--- src/rtl/bus_arbiter_pkg.sv ---
// Shared definitions for the memory bus arbiter.
// Owner and state encodings plus the tie-break rule.
package bus_arbiter_pkg;

    localparam logic [1:0] OWNER_NONE = 2'b00;
    localparam logic [1:0] OWNER_CPU  = 2'b01;
    localparam logic [1:0] OWNER_DMA  = 2'b10;

    typedef enum logic [1:0] {
        ST_IDLE    = 2'd0,
        ST_CPU_OWN = 2'd1,
        ST_DMA_OWN = 2'd2,
        ST_TURN    = 2'd3
    } arb_state_e;

    // Ties go to the master that did not own the previous tenure.
    function automatic arb_state_e arbitrate(
        input logic br,
        input logic req,
        input logic last_dma
    );
        if (br && req)
            return last_dma ? ST_CPU_OWN : ST_DMA_OWN;
        else if (br)
            return ST_DMA_OWN;
        else if (req)
            return ST_CPU_OWN;
        else
            return ST_IDLE;
    endfunction

endpackage

--- src/rtl/bus_arbiter_sat_counter.sv ---
// Saturating up-counter used for bus statistics.
// Holds at all-ones; cleared only by reset.
module sat_counter #(
    parameter int WIDTH = 16
) (
    input  logic             CLK,
    input  logic             RESET,
    input  logic             inc,
    output logic [WIDTH-1:0] count
);

    // Count qualifying cycles, stop at the maximum value.
    always_ff @(posedge CLK or posedge RESET) begin
        if (RESET)
            count <= '0;
        else if (inc && (count != '1))
            count <= count + WIDTH'(1);
    end

endmodule

--- src/rtl/bus_arbiter.sv ---
// Shared memory bus arbiter between CPU port and DMA.
// Round-robin ties, fixed turnaround, occupancy/stall stats.
import bus_arbiter_pkg::*;

module bus_arbiter #(
    parameter int TURNAROUND = 1,
    parameter int CNT_WIDTH  = 16
) (
    input  logic                 CLK,
    input  logic                 RESET,
    input  logic                 BR,
    output logic                 BG,
    input  logic                 cpu_req,
    input  logic                 cpu_done,
    output logic                 cpu_grant,
    output logic [1:0]           bus_owner,
    output logic [CNT_WIDTH-1:0] dma_cycles,
    output logic [CNT_WIDTH-1:0] cpu_stall_cycles
);

    localparam logic [2:0] TURN_LOAD = 3'(TURNAROUND - 1);

    arb_state_e state, state_n;
    logic [2:0] turn_cnt, turn_cnt_n;
    logic       last_dma, last_dma_n;
    logic       stall_inc;

    // State, turnaround counter and last-owner registers.
    always_ff @(posedge CLK or posedge RESET) begin
        if (RESET) begin
            state    <= ST_IDLE;
            turn_cnt <= 3'd0;
            last_dma <= 1'b0;
        end else begin
            state    <= state_n;
            turn_cnt <= turn_cnt_n;
            last_dma <= last_dma_n;
        end
    end

    // Next state: owners run to completion, then a fixed idle gap.
    always_comb begin
        state_n    = state;
        turn_cnt_n = turn_cnt;
        last_dma_n = last_dma;
        unique case (state)
            ST_IDLE: begin
                state_n = arbitrate(BR, cpu_req, last_dma);
            end
            ST_CPU_OWN: begin
                if (cpu_done || !cpu_req) begin
                    state_n    = ST_TURN;
                    turn_cnt_n = TURN_LOAD;
                    last_dma_n = 1'b0;
                end
            end
            ST_DMA_OWN: begin
                if (!BR) begin
                    state_n    = ST_TURN;
                    turn_cnt_n = TURN_LOAD;
                    last_dma_n = 1'b1;
                end
            end
            ST_TURN: begin
                if (turn_cnt == 3'd0)
                    state_n = arbitrate(BR, cpu_req, last_dma);
                else
                    turn_cnt_n = turn_cnt - 3'd1;
            end
            default: begin
                state_n = ST_IDLE;
            end
        endcase
    end

    // Grants and owner are pure decodes of the state register.
    always_comb begin
        BG        = 1'b0;
        cpu_grant = 1'b0;
        bus_owner = OWNER_NONE;
        unique case (state)
            ST_CPU_OWN: begin
                cpu_grant = 1'b1;
                bus_owner = OWNER_CPU;
            end
            ST_DMA_OWN: begin
                BG        = 1'b1;
                bus_owner = OWNER_DMA;
            end
            default: begin
                bus_owner = OWNER_NONE;
            end
        endcase
    end

    assign stall_inc = cpu_req & ~cpu_grant;

    sat_counter #(.WIDTH(CNT_WIDTH)) u_dma_cnt (
        .CLK   (CLK),
        .RESET (RESET),
        .inc   (BG),
        .count (dma_cycles)
    );

    sat_counter #(.WIDTH(CNT_WIDTH)) u_stall_cnt (
        .CLK   (CLK),
        .RESET (RESET),
        .inc   (stall_inc),
        .count (cpu_stall_cycles)
    );

endmodule

--- config.mk ---
export PLATFORM = sky130hd
export DESIGN_NAME = bus_arbiter
export DESIGN_NICKNAME = d
export VERILOG_FILES = /design/src/rtl/bus_arbiter_pkg.sv /design/src/rtl/bus_arbiter_sat_counter.sv /design/src/rtl/bus_arbiter.sv
export SDC_FILE = /design/constraint.sdc
export NUM_CORES = 1
export LEC_CHECK = 0
export BUFFER_PORTS_ARGS = -buffer_cell sky130_fd_sc_hd__buf_2
export CORE_MARGIN = 4
export CORE_UTILIZATION = 40
export CTS_CLUSTER_SIZE = 8
export DETAILED_ROUTE_END_ITERATION = 12
export PLACE_DENSITY_LB_ADDON = 0.12
export SETUP_SLACK_MARGIN = 0.3
export SYNTH_ARGS = -nofsm -noshare
export SYNTH_HDL_FRONTEND = slang
export SYNTH_HIERARCHICAL = 1
export SYNTH_SLANG_ARGS = --single-unit
--- constraint.sdc ---
create_clock -name CLK -period 2 [get_ports CLK]
set_clock_uncertainty 0.05 [all_clocks]
set_input_delay 0.6 -clock CLK [delete_from_list [all_inputs] [get_ports CLK]]
set_output_delay 0.6 -clock CLK [all_outputs]
set_load 0.05 [all_outputs]
==> summary.txt <==
Cells and area
  • Area of the multi-input gates: 1200 um2
  • Layout area overhead: 32.1%
  • End-of-flow core utilization: 56.0%
  • Fin area: 2730 um2
  • Diodes inserted: 0
  • Filler instances: 453
  • Share of layout cells above drive strength 1: 52.7%
  • Nets@finish: 258
  • Register area: 993 um2

Global routing
  • Total track usage: 14.9%
  • Largest net degree at the start of global routing: 17
  • GRT overflow: 0
  • Number of global-route vias before repair: 1,557
  • Initial antenna violation count: 0
  • First-pass GRT wire length: 7.44 mm

Critical path
  • Worst Setup End Kind: output port
  • Critical Path Fanout Max: 5
  • WP data arrival: 1.17 ns
  • WS Path Type: flip-flop to output port
  • CP required: 1.35 ns
  • R2R Path End: u_dma_cnt/count[14]$_DFFE_PP0P_
  • Critical path launch point type: flip-flop
  • Worst r2r path cells: 7
  • Reg2reg setup slack: 0.22 ns
  • Critical R2R Launch: state[0]$_DFFE_PP0P_

Power and ir drop
  • NetSw: 1640 uW
  • Clk network pwr share: 15.2%
  • Part of the power in registers: 34.4%
  • Switch share: 45.6%
  • Comb power frac: 50.5%
  • Leak: 0.00125 uW
  • VDD IR max: 0.922 mV
  • Pwr dens: 1310 nW/um2
  • P_int: 1950 uW

Floorplanning
  • Core Area: 4880 um2
  • Area of the die: 6390 um2
  • Die Y: 79.9 um
  • Die Wd: 79.9 um
  • # IOs: 41
  • Initial Utilization: 42.4%
  • Std-Cell Rows: 25

STA
  • Measured slew at the worst slew-check pin: 0.632 ns
  • Setup slack after layout: 0.179 ns
  • Setup violators final: 0
  • Max Freq: 549 MHz
  • Slew headroom: 57.8%
  • Hold Fails Final Rpt: 0
  • Setup TNS Final: 0 ns
  • WHS: 0.187 ns
  • Slew Limit Fails: 0
  • Min Clock Period, post-route: 1.82 ns
  • RSZ-0062 raised after global routing: yes
  • Period Utilization, post-route: 91.1%

Clocking
  • CTS Buf Count: 5
  • Worst-Skew Late Latency: 0.29 ns
  • Clk slew on worst S/H paths: 0.07 ns
  • Clk sinks: 38
  • Root Buffer: clkbuf_8
  • CTS tree: done
  • H-tree lvl count: 2
  • Clk buf depth: 2

Synthesis
  • Post-Synthesis Cells: 187
  • Post-synthesis sequential area ratio: 45.9%
  • Post-synth net total: 201
  • EDFF count, synth: 0
  • Unique masters post-synth: 34
  • Warning count from the yosys run: 6
  • Post-synth top flop: dfrtp_1
  • Yosys reg bits: 38
  • Ys async rst share: 100%
  • Mapped cell area: 2070 um2
  • Mean Syn Cell Area: 11.1 um2

Place
  • DP Worst Slack: 0.164 ns
  • Post-DP HPWL: 3.09 mm
  • Port bufs: 40
  • RePlAce Congestion: 0.739
  • Area post-placement: 2480 um2

Routing
  • DRT Pass-1 Iters: 4
  • DRT iter0 DRCs: 50
  • Drt drc: 0
  • Vias per cell: 5.09
  • Routed len/inst: 13.8 um
  • Routed via count: 1,587
  • Post-Route WL: 4.29 mm
  • Post-route ant nets: 0

Worst hold path
  • Worst min-delay path class: input pin to asynchronous set/reset pin

Outcome
  • Run status: complete, no violations

Job
  • Max Cap Viol: 0
[through the flow]
step           instances  power (uW)
2_1_floorplan        187        2530
3_3_place_gp         295        2840
3_5_place_dp         295        2860
4_1_cts              311        3570
5_1_grt              312        3830
6_report             312        3590
[cell families after synthesis]
logic type,Yosys count,share of synthesized area [%]
adder cells (fa/ha/maj),9,5.44
buffers and inverters,11,2.18
multiplexers,9,4.59
AND/OR/NAND/NOR,82,26.7
XOR/XNOR,22,9.31
AO/OA/AOI/OAI,16,5.86
flip-flops,38,45.9
[area by class of cell]
cell class                 instances  share of cell area, %
sequential                        38                   36.3
clock buffer                       7                   3.16
multi-input combinational        138                   43.8
clock inverter                     1                  0.183
timing repair buffer              51                   12.1
tap                               67                   3.07
inverter                          10                   1.37
[power by group through the flow]
stage	clock [uW]	sequential (uW)	combinational, uW
5_1_grt	601	1280	1950
4_1_cts	572	1220	1780
6_report	544	1230	1810
2_1_floorplan	0	1610	922
3_5_place_dp	0	1230	1630
3_3_place_gp	0	1230	1610
[critical path, cell delays in order (launching register included)]
cell     delay (ns)
dfrtp_2        0.45
inv_2          0.09
ha_4           0.19
buf_8          0.16
[Yosys cell counts, types with 5 or more instances]
master   number  area, um2
ha_1          9        113
nand4_1      11       68.8
dfrtp_1      38        951
xnor2_1      22        193
mux2i_1       5       50.1
nand2_1      14       52.6
a21oi_1       7       35.0
and4_1        6       52.6
inv_1        10       37.5
nor2_1        7       26.3
and3_1        8       50.1
nand3_1      15       75.1
[sequential cells by signal, indices dropped and copies added (netlist names)]
| signal | flops |
|---|---|
| u_stall_cnt/count | 16 |
| turn_cnt | 3 |
| state | 2 |
| last_dma | 1 |
| u_dma_cnt/count | 16 |
[cells in the final DEF (no fill, tap or decap), drive strengths merged, types with 2 or more instances in the layout]
cell type / netlist / routed
nand2b: 3 / 3
nor4: 2 / 2
clkbuf: 0 / 10
mux2i: 5 / 5
ha: 9 / 9
nand3: 15 / 15
nand2: 16 / 16
dfrtp: 38 / 38
mux2: 4 / 4
nand4: 15 / 15
nor2: 7 / 7
o21a: 2 / 2
a31oi: 2 / 2
and4: 8 / 8
and3: 10 / 10
buf: 1 / 48
xnor2: 22 / 22
a21oi: 7 / 7
inv: 10 / 10
and2: 2 / 2
[what timing repair did]
item,in CTS,in global routing
endpoints found under the setup margin,9,28
hold buffers,0,0
setup buffers,8,1
gates resized for setup,15,12
pin swaps,3,8
[how the worst max path moves through the flow]
stage | from | to | slack [ns] | cells after the start
after floorplan | state[1]$_DFFE_PP0P_ | u_stall_cnt/count[14]$_DFFE_PP0P_ | 0.22 | 7
after global placement | cpu_req | u_stall_cnt/count[14]$_DFFE_PP0P_ | 0.18 | 6
after detailed placement | cpu_req | u_stall_cnt/count[14]$_DFFE_PP0P_ | 0.16 | 6
after CTS | state[1]$_DFFE_PP0P_ | bus_owner[0] | 0.16 | 3
after global routing | state[1]$_DFFE_PP0P_ | bus_owner[0] | 0.12 | 3
final | state[1]$_DFFE_PP0P_ | bus_owner[0] | 0.18 | 3
[metal layers]
metal  share of wire [%]  GRT usage [%]
met3                 3.5           4.06
met2                  48           23.8
met1                  47           19.4
met4                 1.4           5.07
met5                   0              0
Power figures use the tool's default switching activity.
